`src/rtl/flag_register_unit.sv`:
```
// Z/N/C flag register with ordered update rules and a 2-deep shadow stack
// used for interrupt entry (push) and RTI (pop).
//
// state | meaning
// EMPTY | shadow stack holds no entries
// ONE   | one saved flag set (top = entry 0)
// FULL  | two saved flag sets (top = entry 1)
module flag_register_unit (
  input  logic        clk,
  input  logic        rst_n,
  input  logic        alu_valid,
  input  logic [15:0] alu_result,
  input  logic        alu_carry,
  input  logic [2:0]  upd_mask,
  input  logic        setc,
  input  logic        clrc,
  input  logic        jmp_clr_en,
  input  logic [1:0]  jmp_clr_sel,
  input  logic        int_save,
  input  logic        rti_restore,
  output logic [2:0]  flags,
  output logic [2:0]  flags_fwd,
  output logic [1:0]  stk_depth,
  output logic        stk_err
);

  typedef enum logic [1:0] {
    EMPTY = 2'd0,
    ONE   = 2'd1,
    FULL  = 2'd2
  } stk_state_e;

  stk_state_e state_q, state_d;
  logic [2:0] flags_q, flags_d;
  logic [2:0] stk0_q, stk0_d;
  logic [2:0] stk1_q, stk1_d;
  logic       err_q, err_d;

  logic [2:0] alu_flags;
  logic [2:0] flags_a, flags_b, flags_c;
  logic [2:0] stk_top;
  logic       push_ok, pop_ok;

  // Ordered flag update: ALU, then SETC/CLRC, then jump clear.
  always_comb begin
    alu_flags = {alu_carry, alu_result[15], (alu_result == 16'h0000)};
    flags_a   = alu_valid ? ((flags_q & ~upd_mask) | (alu_flags & upd_mask)) : flags_q;
    flags_b   = flags_a;
    if (setc && !clrc) begin
      flags_b[2] = 1'b1;
    end else if (clrc && !setc) begin
      flags_b[2] = 1'b0;
    end
    flags_c = flags_b;
    if (jmp_clr_en) begin
      case (jmp_clr_sel)
        2'd0:    flags_c[0] = 1'b0;
        2'd1:    flags_c[1] = 1'b0;
        2'd2:    flags_c[2] = 1'b0;
        default: flags_c = flags_b;
      endcase
    end
  end

  always_comb begin
    state_d = state_q;
    stk0_d  = stk0_q;
    stk1_d  = stk1_q;
    err_d   = err_q;
    flags_d = flags_c;
    pop_ok  = rti_restore && (state_q != EMPTY);
    // A simultaneous restore always wins; the save is dropped.
    push_ok = int_save && !rti_restore && (state_q != FULL);
    stk_top = (state_q == FULL) ? stk1_q : stk0_q;

    case (state_q)
      EMPTY: begin
        if (push_ok) begin
          stk0_d  = flags_q;
          state_d = ONE;
        end
      end
      ONE: begin
        if (pop_ok) begin
          state_d = EMPTY;
        end else if (push_ok) begin
          stk1_d  = flags_q;
          state_d = FULL;
        end
      end
      FULL: begin
        if (pop_ok) begin
          state_d = ONE;
        end
      end
      default: state_d = EMPTY;
    endcase

    if (pop_ok) begin
      flags_d = stk_top;
    end

    if ((setc && clrc) ||
        (int_save && rti_restore) ||
        (int_save && (state_q == FULL)) ||
        (rti_restore && (state_q == EMPTY))) begin
      err_d = 1'b1;
    end
  end

  always_ff @(posedge clk) begin
    if (!rst_n) begin
      state_q <= EMPTY;
      flags_q <= 3'b000;
      stk0_q  <= 3'b000;
      stk1_q  <= 3'b000;
      err_q   <= 1'b0;
    end else begin
      state_q <= state_d;
      flags_q <= flags_d;
      stk0_q  <= stk0_d;
      stk1_q  <= stk1_d;
      err_q   <= err_d;
    end
  end

  assign flags     = flags_q;
  assign flags_fwd = rst_n ? flags_d : 3'b000;
  assign stk_depth = state_q;
  assign stk_err   = err_q;

endmodule

```
`config.mk`:
```
export PLATFORM = sky130hd
export DESIGN_NAME = flag_register_unit
export DESIGN_NICKNAME = d
export VERILOG_FILES = /design/src/rtl/flag_register_unit.sv
export SDC_FILE = /design/constraint.sdc
export NUM_CORES = 1
export LEC_CHECK = 0
export CAP_MARGIN = 5
export CORE_MARGIN = 2
export CORE_UTILIZATION = 28
export DETAILED_ROUTE_END_ITERATION = 12
export DONT_BUFFER_PORTS = 1
export PLACE_DENSITY = 0.38
export SYNTH_ARGS = -nofsm -noshare
export SYNTH_HDL_FRONTEND = slang
export SYNTH_SLANG_ARGS = --single-unit
```
`constraint.sdc`:
```
create_clock -name clk -period 1.45 [get_ports clk]
set_input_delay 0.29 -clock clk [delete_from_list [all_inputs] [get_ports clk]]
set_output_delay 0.29 -clock clk [all_outputs]
set_load 0.02 [all_outputs]
```
==> reports/results.ini, run 1 <==
[placement]
portBuffers=0
place_congestion=0.648
dp_hpwl_mm=1.36

[logic_synthesis]
synthTopCellsByArea=dfxtp_1 (33%), mux2i_1 (11%), nor2b_1 (6.9%)
ys_ff_latch=12
synth_top_area_share_pct=33.2
syn_inst=76
ys.flop_type=dfxtp_1
yosys.area.top_type=dfxtp_1
ys_seq_area_share_pct=33.2
yosysWarnings=0
async_flop_share_pct=0
synth_edf_count=0
syn_area_per_cell_um2=9.52
yosysUniqueCellTypes=35
synth_nets=106
syn_area_um2=723

[critical_path]
slowest_stage=dfxtp_4
worstPathCellList=buf_6 -> nand3b_1 -> o311ai_4 -> a211oi_4
slowest_delay_ns=0.36
crit_start=stk_depth[0]
worstPathMaxFanout=4
crit_family=compound AO/OA/AOI/OAI gates
r2r-end=stk0_q[2]
timing.rr.start=stk_depth[0]
cp_num_buf_inv=1
critical_path_arrival_ns=1.32
reg2reg_slack_ns=-0.05
crit_type=reg2out
reg2reg_depth=6
end_kind=primary output
cp.required_ns=1.16
start_kind=flip-flop

[cts]
path_clk_slew_ns=0.07
cts-root-buf=clkbuf_4
cts_tree=yes
cts_buffer_depth=2
ctsHoldBuffers=0
numCtsBuffers=3
htreeDepth=1
cts.sinks=12
insertion_delay_ns=0.27

[global_routing]
grt_pass1_vias=684
grt_use_total_pct=14.5
overflow=0
grt_antenna_before_repair=0
grt_pass1_wl_mm=2.97
grt_max_degree=15

[floorplanning]
start_util_pct=29.5
dieArea_mm2=0.00301
die_h_um=54.8
coreArea_mm2=0.00245
rows=18
die-width_um=54.8
ios=39

[timing]
skew_ns=0.00363
post-route-period-util_pct=111
max_slew_margin_pct=71.2
hold_violations=0
period_needed_ns=1.61
worst_pin_slew_ns=0.428
worst_hold_slack_ns=0.0767
finalSetupViolCount=6
rsz0062_at_grt=true
clock.fmax_mhz=620
layout_setup_ws_ns=-0.163
maxSlewViolCount=0

[power_and_ir_drop]
clkPwrFrac_pct=29.5
sw_frac_of_total_pct=25.9
power.internal_mw=0.508
power_frac_seq_pct=50.8
ir_worst_vdd_mv=0.541
power.leakage_nw=0.324
p_switching_mw=0.178
power_mw=0.686
power_density_mw_per_mm2=697
pwr-share-comb_pct=19.7

[hold_path]
min-delay-start=rti_restore
hold_class=in2reg
hold_depth=1
worstHoldEndpoint=stk_depth[1]

[detailed_routing]
wl_mm=1.92
wire_per_inst_um=16.0
dr_total_vias=667
final_antenna_net_count=0
drt-pass1-iter-count=2
drtIter0Drc=3
drc=0
vias_per_cell=5.56

[layout]
n_antenna_cell=0
area_growth_pct=36.2
drive_above_1_share_pct=40.0
mostFrequentLayoutCells=buf_4 (12), dfxtp_1 (9), nor2b_1 (8), mux2i_1 (8)
final_common_cell=buf_4
final_nets=122

[flow_run]
maxCapViolCount=0

[outcome]
violations=negative setup slack
status=complete, but fails checks

-- worst max path at each step --
stage                              end  cells past startpoint
after floorplan           flags_fwd[2]                      3
after global placement    flags_fwd[0]                      3
after detailed placement  flags_fwd[0]                      3
after CTS                 flags_fwd[2]                      4
after global routing      flags_fwd[2]                      4
final                     flags_fwd[2]                      4
-- state kept, by name, indices dropped and copies added, names as in the netlist --
| register | flops |
|---|---|
| stk_err | 1 |
| flags | 3 |
| stk1_q | 3 |
| stk_depth | 2 |
| stk0_q | 3 |
-- repair_timing --
item / CTS / global route
hold endpoints to repair: 0 / 0
setup endpoints to repair: 3 / 6
buffers inserted: 8 / 0
pin swaps: 9 / 3
resized for setup: 17 / 3
-- stage by stage --
stage	std cells	setup TNS, ns	cell area [µm²]	worst slack, ns	util (%)
floorplan	76	-0.0549	739	-0.0549	-
global placement	109	0	802	0.0207	32.7
detailed placement	109	0	802	0.0267	32.7
CTS	120	-0.581	960	-0.161	39.1
global route	120	-0.915	985	-0.225	40.1
finish	120	-0.527	985	-0.163	40.1
-- layout make-up --
type	count	area, µm²
fill	262	1470
multi-input combinational	60	552
sequential	12	249
timing repair buffer	15	124
tap	30	37.5
clock buffer	3	22.5
-- cells in the mapped netlist, types with 2 or more instances --
library cell  count
a221oi_1          2
o21a_1            3
nand4_1           2
nor2b_1           8
and3_1            2
dfxtp_1          12
nand2_1           4
a21boi_0          2
mux2i_1           8
nor4_1            4
o21ai_0           2
nand3b_1          3
nand3_1           2
-- power by group through the flow --
stage	combinational, mW	clock (mW)	sequential (mW)
6_report	0.135	0.203	0.348
2_1_floorplan	0.0749	0	0.367
5_1_grt	0.144	0.229	0.350
4_1_cts	0.134	0.213	0.348
3_5_place_dp	0.0973	0	0.361
3_3_place_gp	0.0973	0	0.361
-- routing by layer --
metal,vias to the layer above,track usage [%],wire (µm)
met2,27,25.6,957
li1,321,-,-
met1,312,14.7,754
met5,-,0,0
met4,0,7.08,40
met3,7,5.74,172
-- cells by family after synthesis --
group / synth area share (%)
DFF: 33.2
buffers and inverters: 3.81
AOI/OAI and AO/OA: 16.1
muxes: 11.1
and+or+nand+nor: 35.8
Note: power is estimated with default switching activity, not from simulation.
==> inputs of run 2 (changes only) <==
--- a/config.mk
+++ b/config.mk
@@ -11,6 +11,7 @@
 export DETAILED_ROUTE_END_ITERATION = 12
 export DONT_BUFFER_PORTS = 1
 export PLACE_DENSITY = 0.38
+export SLEW_MARGIN = 10
 export SYNTH_ARGS = -nofsm -noshare
 export SYNTH_HDL_FRONTEND = slang
 export SYNTH_SLANG_ARGS = --single-unit
==> results of run 2 <==
No change in the layout: final DEF, timing and power equal those of run 1.
==> inputs of run 3 (changes only) <==
--- a/config.mk
+++ b/config.mk
@@ -5,9 +5,8 @@
 export SDC_FILE = /design/constraint.sdc
 export NUM_CORES = 1
 export LEC_CHECK = 0
-export CAP_MARGIN = 5
-export CORE_MARGIN = 2
 export CORE_UTILIZATION = 28
+export CTS_CLUSTER_DIAMETER = 50
 export DETAILED_ROUTE_END_ITERATION = 12
 export DONT_BUFFER_PORTS = 1
 export PLACE_DENSITY = 0.38
==> reports/results.ini, run 3 (synthesis results as in run 1) <==
[outcome]
status=complete, but fails checks
violations=negative setup slack

[timing]
setup_tns_ns=-0.418  ; +0.109 ns
finalSetupViolCount=3  ; -3
maxSlewViolCount=0  ; unchanged
worst_pin_slew_ns=0.370  ; -0.0581 ns
skew_ns=0.0121  ; +0.00850 ns
post-route-period-util_pct=110  ; -1.2 points
period_needed_ns=1.60  ; -0.0171 ns
worst_hold_slack_ns=0.0703  ; -0.00632 ns
max_slew_margin_pct=75.2  ; +4.0 points
layout_setup_ws_ns=-0.146  ; +0.0171 ns
clock.fmax_mhz=626  ; +1.1%
hold_violations=0  ; unchanged
rsz0062_at_grt=true

[critical_path]
worstPathMaxFanout=4  ; unchanged
critical_path_arrival_ns=1.31  ; about the same
reg2reg_slack_ns=0.13  ; +0.18 ns
end_kind=primary output
slowest_delay_ns=0.37  ; about the same
worstPathCellList=o21a_4 -> a221oi_2 -> o21a_2
r2r-end=stk0_q[0]
timing.rr.start=stk_depth[0]
cp.required_ns=1.16  ; about the same
start_kind=flip-flop
slowest_stage=dfxtp_4
crit_type=reg2out
reg2reg_depth=4  ; -2
crit_family=compound AO/OA/AOI/OAI gates
cp_num_buf_inv=0  ; -1

[power_and_ir_drop]
power.leakage_nw=0.310  ; -4.6%
p_switching_mw=0.180  ; +0.96%
ir_worst_vdd_mv=0.376  ; -30%
power.internal_mw=0.508  ; about the same
pwr-share-comb_pct=18.8  ; -0.9 points
clkPwrFrac_pct=30.3  ; +0.8 points
power_frac_seq_pct=50.9  ; about the same
sw_frac_of_total_pct=26.1  ; +0.20 points
power_density_mw_per_mm2=709  ; +1.8%
power_mw=0.687  ; +0.20%

[layout]
drive_above_1_share_pct=40.2  ; +0.23 points
mostFrequentLayoutCells=dfxtp_1 (9), buf_4 (9), nor2b_1 (8), mux2i_1 (8)
n_antenna_cell=0  ; unchanged
area_growth_pct=34.1
final_cell_count_no_fill=117  ; -2.5%
fill_cells=247  ; -5.7%
final_area_um2=970  ; -1.5%
final_util_pct=39.5  ; -0.61 points
final_nets=119  ; -2.5%
multiInputGateArea_um2=551  ; -0.23%
seqCellArea_um2=249  ; unchanged

[floorplanning]
coreArea_mm2=0.00245  ; unchanged
die_h_um=52.8  ; -3.6%
start_util_pct=29.5  ; unchanged
die-width_um=52.8  ; -3.6%
dieArea_mm2=0.00279  ; -7.2%
rows=18  ; unchanged
ios=39  ; unchanged

[hold_path]
min-delay-start=rti_restore
hold_class=in2reg
worstHoldEndpoint=stk_depth[1]
hold_depth=1  ; unchanged

[cts]
path_clk_slew_ns=0.08  ; about the same
insertion_delay_ns=0.28  ; about the same
numCtsBuffers=3  ; unchanged
htreeDepth=1  ; unchanged
cts.sinks=12  ; unchanged
cts_buffer_depth=2  ; unchanged
ctsHoldBuffers=0  ; unchanged
cts-root-buf=clkbuf_4
cts_tree=yes

[global_routing]
grt_use_total_pct=14.4  ; -0.064 points
grt_antenna_before_repair=0  ; unchanged
grt_pass1_wl_mm=2.77  ; -6.8%
grt_max_degree=15  ; unchanged
grt_pass1_vias=589  ; -14%
overflow=0  ; unchanged

[flow_run]
maxCapViolCount=0  ; unchanged

[detailed_routing]
drc=0  ; unchanged
final_antenna_net_count=0  ; unchanged
drt-pass1-iter-count=2  ; unchanged
wl_mm=1.76  ; -8.6%
dr_total_vias=651  ; -2.4%
vias_per_cell=5.56  ; +0.10%
wire_per_inst_um=15.0  ; -6.2%
drtIter0Drc=3  ; unchanged

[placement]
dp_hpwl_mm=1.36  ; about the same
dp_slack_ns=0.0268  ; +0.000132 ns
placed_area_um2=832  ; +3.7%
portBuffers=0  ; unchanged
place_congestion=0.671  ; +3.4%
dp.cells=113  ; +3.7%

run 3: how the worst max path moves through the flow:
stage	start	endpoint	slack, ns	cells after the start
after floorplan	stk_depth[0]	flags_fwd[2]	-0.05	3
after global placement	stk_depth[1]	flags_fwd[2]	-0.03	5
after detailed placement	jmp_clr_sel[1]	flags_fwd[0]	0.03	3
after CTS	stk_depth[0]	flags_fwd[0]	-0.15	4
after global routing	stk_depth[0]	flags_fwd[1]	-0.21	4
final	stk_depth[1]	flags_fwd[1]	-0.15	3
run 3: power groups by stage:
| stage | logic (mW) | clock network (mW) | registers (mW) |
|---|---|---|---|
| 2_1_floorplan | 0.0749 | 0 | 0.367 |
| 3_3_place_gp | 0.108 | 0 | 0.359 |
| 3_5_place_dp | 0.109 | 0 | 0.359 |
| 4_1_cts | 0.122 | 0.224 | 0.351 |
| 5_1_grt | 0.139 | 0.234 | 0.351 |
| 6_report | 0.129 | 0.208 | 0.350 |
run 3: layout make-up:
cell class	count	area share [%]
Tap cell	30	3.87
Timing Repair Buffer	12	11.4
Clock buffer	3	2.32
Sequential cell	12	25.7
Multi-Input combinational cell	60	56.8
run 3: worst reg2reg max path: stages, from the launching register on:
cell and delay, ns:
dfxtp_4 0.38, buf_4 0.14, nor4b_4 0.40, mux2i_1 0.22
nor2b_1 0.05
run 3: metal layers:
| metal | global-route usage [%] | part of all wire (%) |
|---|---|---|
| met2 | 22.6 | 46 |
| met3 | 7.54 | 9.2 |
| met4 | 5.26 | 1.3 |
| met5 | 0 | 0 |
| met1 | 16.6 | 43 |
run 3: repair_timing:
item	in CTS	in global routing
gates resized for setup	16	7
buffers inserted	1	1
setup endpoints to repair	3	3
pin swaps	8	2
gates cloned	0	0
